[config.mk]
export PLATFORM = sky130hd
export DESIGN_NAME = fetch_stage_flat
export DESIGN_NICKNAME = d
export VERILOG_FILES = /design/src/rtl/fetch_stage_if.sv /design/src/rtl/fetch_stage.sv /design/src/flat_wrapper.sv
export SDC_FILE = /design/constraint.sdc
export NUM_CORES = 1
export LEC_CHECK = 0
export CELL_PAD_IN_SITES_DETAIL_PLACEMENT = 1
export CELL_PAD_IN_SITES_GLOBAL_PLACEMENT = 1
export CORE_ASPECT_RATIO = 0.8
export CORE_MARGIN = 4
export CORE_UTILIZATION = 38
export CTS_CLUSTER_DIAMETER = 100
export DETAILED_ROUTE_END_ITERATION = 8
export GPL_TIMING_DRIVEN = 0
export PLACE_DENSITY = 0.89
export REMOVE_ABC_BUFFERS = 1
export SYNTH_ARGS = -nofsm -noshare
export SYNTH_HDL_FRONTEND = slang
export SYNTH_SLANG_ARGS = --single-unit
[constraint.sdc]
create_clock -name clk -period 3.3 [get_ports clk]
set_clock_uncertainty 0.2 [all_clocks]
set_input_delay 0.495 -clock clk [delete_from_list [all_inputs] [get_ports clk]]
set_output_delay 0.495 -clock clk [all_outputs]
set_load 0.01 [all_outputs]
[src/rtl/fetch_stage_if.sv]
// Instruction-memory fetch bus between the fetch stage and imem.
// The fetch stage is the master; instruction memory is the slave.
interface fetch_stage_if;
  logic [15:0] imem_addr;
  logic        imem_req;
  logic        imem_rdy;
  logic [15:0] imem_rdata;

  modport master (
    output imem_addr,
    output imem_req,
    input  imem_rdy,
    input  imem_rdata
  );

  modport slave (
    input  imem_addr,
    input  imem_req,
    output imem_rdy,
    output imem_rdata
  );
endinterface

[src/rtl/fetch_stage.sv]
// Instruction fetch stage with IF/ID register: PC, stall,
// redirect, HALT detection and a sticky fetch-timeout error.
module fetch_stage #(
  parameter logic [15:0] RESET_PC  = 16'h0000,
  parameter logic [15:0] NOP_INSTR = 16'h0800,
  parameter int          TIMEOUT   = 16
) (
  input  logic                 clk,
  input  logic                 rst,
  fetch_stage_if.master        imem,
  input  logic                 stall,
  input  logic                 redirect,
  input  logic [15:0]          redirect_pc,
  output logic [15:0]          instr,
  output logic [15:0]          pc_plus2,
  output logic                 valid,
  output logic                 halted,
  output logic                 err
);

  typedef enum logic {FETCH, HALTED} state_t;

  localparam logic [7:0] CNT_MAX = 8'(TIMEOUT - 1);

  state_t      state, state_n;
  logic [15:0] pc, pc_n;
  logic [15:0] instr_n, pc_plus2_n;
  logic        valid_n, err_n;
  logic [7:0]  cnt, cnt_n;
  logic [15:0] pc_inc;

  assign pc_inc         = pc + 16'd2;
  assign imem.imem_addr = pc;
  assign imem.imem_req  = (state == FETCH) & ~stall & ~redirect;
  assign halted         = (state == HALTED);

  // Next-state and IF/ID update, redirect > stall > fetch > halted.
  always_comb begin
    state_n    = state;
    pc_n       = pc;
    instr_n    = instr;
    pc_plus2_n = pc_plus2;
    valid_n    = valid;
    cnt_n      = cnt;
    err_n      = err;
    if (redirect) begin
      pc_n    = {redirect_pc[15:1], 1'b0};
      instr_n = NOP_INSTR;
      valid_n = 1'b0;
      state_n = FETCH;
      cnt_n   = 8'd0;
      if (redirect_pc[0]) err_n = 1'b1;
    end else if (stall) begin
      state_n = state;
    end else if (state == FETCH) begin
      if (imem.imem_rdy) begin
        instr_n    = imem.imem_rdata;
        pc_plus2_n = pc_inc;
        valid_n    = 1'b1;
        cnt_n      = 8'd0;
        if (imem.imem_rdata[15:11] == 5'b00000) state_n = HALTED;
        else                                    pc_n    = pc_inc;
      end else begin
        instr_n = NOP_INSTR;
        valid_n = 1'b0;
        if (cnt >= CNT_MAX) err_n = 1'b1;
        else                cnt_n = cnt + 8'd1;
      end
    end else begin
      instr_n = NOP_INSTR;
      valid_n = 1'b0;
    end
  end

  // State, PC and IF/ID registers.
  always_ff @(posedge clk or negedge rst) begin
    if (!rst) begin
      state    <= FETCH;
      pc       <= RESET_PC;
      instr    <= NOP_INSTR;
      pc_plus2 <= 16'h0000;
      valid    <= 1'b0;
      cnt      <= 8'd0;
      err      <= 1'b0;
    end else begin
      state    <= state_n;
      pc       <= pc_n;
      instr    <= instr_n;
      pc_plus2 <= pc_plus2_n;
      valid    <= valid_n;
      cnt      <= cnt_n;
      err      <= err_n;
    end
  end

endmodule

[src/flat_wrapper.sv]
// flat-port wrapper written by rule: the top's interface ports become plain ports
module fetch_stage_flat 
#(
  parameter logic [15:0] RESET_PC  = 16'h0000,
  parameter logic [15:0] NOP_INSTR = 16'h0800,
  parameter int          TIMEOUT   = 16
)
  (clk, rst, stall, redirect, redirect_pc, instr, pc_plus2, valid, halted, err, imem_imem_addr, imem_imem_req, imem_imem_rdy, imem_imem_rdata);
  fetch_stage_if imem_i ();
  input  logic clk;
  input  logic rst;
  input  logic stall;
  input  logic redirect;
  input  logic [15:0] redirect_pc;
  output logic [15:0] instr;
  output logic [15:0] pc_plus2;
  output logic valid;
  output logic halted;
  output logic err;
  output wire logic [$bits(imem_i.imem_addr)-1:0] imem_imem_addr;
  output wire logic [$bits(imem_i.imem_req)-1:0] imem_imem_req;
  input wire logic [$bits(imem_i.imem_rdy)-1:0] imem_imem_rdy;
  input wire logic [$bits(imem_i.imem_rdata)-1:0] imem_imem_rdata;
  assign imem_imem_addr = imem_i.imem_addr;
  assign imem_imem_req = imem_i.imem_req;
  assign imem_i.imem_rdy = imem_imem_rdy;
  assign imem_i.imem_rdata = imem_imem_rdata;
  fetch_stage #(.RESET_PC(RESET_PC), .NOP_INSTR(NOP_INSTR), .TIMEOUT(TIMEOUT)) u_core (.clk(clk), .rst(rst), .imem(imem_i), .stall(stall), .redirect(redirect), .redirect_pc(redirect_pc), .instr(instr), .pc_plus2(pc_plus2), .valid(valid), .halted(halted), .err(err));
endmodule
==> qor.csv <==
metric,value,unit
Hold Crit Class,flop to flop,
Yosys top cell area share,49.4,%
"most common cell after layout, fill and taps aside",clkdlybuf4s50_1,
RSZ-0062 raised after global routing,false,
Buffers on Ports,86,
R2R Path End,u_core.imem.imem_addr[15],
"delay-heaviest family, CP",buffers and inverters,
Fillers,793,
Cells after Synth,283,
maximum clock frequency,0.362,GHz
asr flop ratio synth,100,%
"critical path, cell by cell",clkdlybuf4s50_1 > or2_2 > nor2_1 > clkdlybuf4s50_1,
R2R setup slack,0.93,ns
vias in the first global route,2697,
"Top FF cell, synth",dfrtp_1,
sequential share of the synthesized area,50.4,%
total routed wirelength,8940,um
CTS tree,built,
most frequent cells in the layout,"84 x clkdlybuf4s50_1, 56 x dfrtp_1, 36 x nand2_1, 22 x o21ai_0, 16 x a22o_1",
post-route DRC violation count,0,
Worst EP arrival,2.07,ns
worst slew pin tran,1.25,ns
"worst slack, placed",-1.05,ns
max cap viols,0,
largest net degree at the start of global routing,40,
Routed WL per cell,19.6,um
diodes inserted,0,
crit end category,primary output,
largest area contributor in the netlist,dfrtp_1,
Nets,403,
Die Y,85.3,um
die width,105,um
Max VDD drop,188,uV
Vias/cell,5.58,
# rows,27,
reg2reg start,u_core.halted,
Ports,89,
share of cells above drive strength 1,10.3,%
critical path peak fanout,7,
RePlAce Congestion,0.795,
hold path cells,2,
DRC marker count from the first detailed-route iteration,119,
via count,2545,
Yosys cell types,56,
Final Max Tran Viols,0,
gr ovfl total,0,
Hold Fails Final Rpt,0,
Synth area leaders,"dfrtp_1 49%, a22o_1 4.9%, nand2_1 4.8%",
CTS H-tree lvls,3,
Total GRT Usage,20.7,%
reg2reg path depth,5,
clock transition at the registers of the reported paths,0.06,ns
leakage power,0.00167,uW
cell depth of the worst setup path,4,
worst setup path startpoint,stall,
Required @ worst endpoint,2.60,ns
DIE AREA,8920,um2
Buf/Inv on CP,2,
final setup fails,0,
final worst path period need,2.77,ns
clk_lat worst skew,0.34,ns
total clock sinks,57,
Max Buffers Root-to-Sink,2,
Critical-path top delay cell,clkdlybuf4s50_1,
Pre-Repair DR Iteration Count,4,
Setup CP Type,input pin to primary output,
CP Launch Type,input pin,
postcts setup bufs,0,
number of synthesized flops with an enable pin,0,
Final period util,83.8,%
antenna violations before repair,0,
Placed Cells,439,
Post-Syn Area,2840,um2
Core ar.,7060,um2
CTS buffer count,9,
synthesis-to-layout area growth,39.3,%
status,finished clean,
fin cells,456,
first-pass GRT wire length,14500,um
dpl hpwl,6210,um
end of the critical path,imem_imem_req,
#FFs+latches synth,57,
Crit path largest cell delay,0.56,ns
crit-path most repeated cell,clkdlybuf4s50_1,
YS warnings,0,
Max-slew headroom,16.7,%
antenna-violating nets left,0,
Initial Util,40.2,%
clk root buf,clkbuf_8,
worst setup margin,0.534,ns
P per Cell Area,494,nW/um2
Avg Inst Size Synth,10.0,um2
through the flow:
step / hold WS (ns) / total power, uW / TNS (ns) / cell area [um2] / utilization, %
after floorplan: -0.000591 / 1010 / 0 / 2730 / -
final: 0.269 / 1950 / 0 / 3950 / 55.9
after detailed placement: 0.262 / 1290 / -20.30 / 3740 / 53.0
after CTS: 0.273 / 1960 / 0 / 3950 / 56.0
after global routing: 0.291 / 2050 / 0 / 3950 / 55.9
after global placement: 0.247 / 1260 / -77.91 / 3700 / 52.5
cell families (layout without fill, tap and decap cells):
| group | Yosys count | count (layout) | synth area share [%] |
|---|---|---|---|
| compound gates | 74 | 74 | 18.3 |
| xor+xnor | 12 | 12 | 3.71 |
| buf+inv | 26 | 111 | 4.37 |
| simple gates | 110 | 110 | 21.9 |
| mux | 1 | 1 | 0.353 |
| flops | 57 | 57 | 50.4 |
| fa+ha+maj | 2 | 2 | 0.882 |
| other cells | 1 | 2 | 0.132 |
power breakdown:
group	switching, uW	total, uW	leakage (uW)	internal [uW]
clock	283	671	0.000103	388
sequential	82.6	852	0.000726	769
combinational	195	427	0.000839	232
routing by layer:
layer	track usage, %	vias to the layer above	wire [um]
met5	0	-	0
met2	34.4	88	4500
met3	4.87	14	440
met1	26.0	1265	3840
met4	8.70	0	160
li1	-	1178	-
worst register-to-register path, stage by stage, from the launching register on:
cell and delay [ns]:
dfrtp_1 0.46, nor4b_2 0.79, buf_4 0.29, o21ai_2 0.10, or3_1 0.36, nand3_1 0.11
what timing repair did:
item | CTS | global route
gates resized for setup | 2 | 0
endpoints found under the setup margin | 24 | 0
hold buffers | 1 | 0
endpoints found under the hold margin | 24 | 0
state kept, by name, summed over array words and instances, names as in the netlist:
name                   cells
u_core.pc_plus2           15
u_core.valid               1
u_core.cnt                 8
u_core.imem.imem_addr     15
u_core.err                 1
u_core.instr              16
u_core.halted              1
cell type report:
type | instances | area, um2 | share of cell area, %
repair buffers | 90 | 896 | 22.7
clock buffers | 13 | 159 | 4.02
multi-input cells | 201 | 1300 | 32.9
flip-flops and latches | 57 | 1430 | 36.2
clock inverters | 3 | 40.0 | 1.01
inverters | 5 | 18.8 | 0.475
well taps | 87 | 109 | 2.76
cells in the mapped netlist, types with 5 or more instances:
cell / instances
clkbuf_1: 11
nand3_1: 12
and3_1: 7
o21ai_0: 22
dfrtp_1: 56
or3_1: 5
nand2_1: 36
inv_1: 5
xnor2_1: 8
nor2_1: 13
a22o_1: 16
a21oi_1: 9
worst min path at each step:
stage	start	endpoint	slack, ns
2_1_floorplan	rst	u_core.cnt[0]	-0.0006
3_3_place_gp	u_core.instr[11]	u_core.instr[11]	0.25
3_5_place_dp	u_core.instr[11]	u_core.instr[11]	0.26
4_1_cts	u_core.instr[11]	u_core.instr[11]	0.27
5_1_grt	u_core.instr[11]	u_core.instr[11]	0.29
6_report	u_core.instr[11]	u_core.instr[11]	0.27
(Power assumes the default switching activity.)
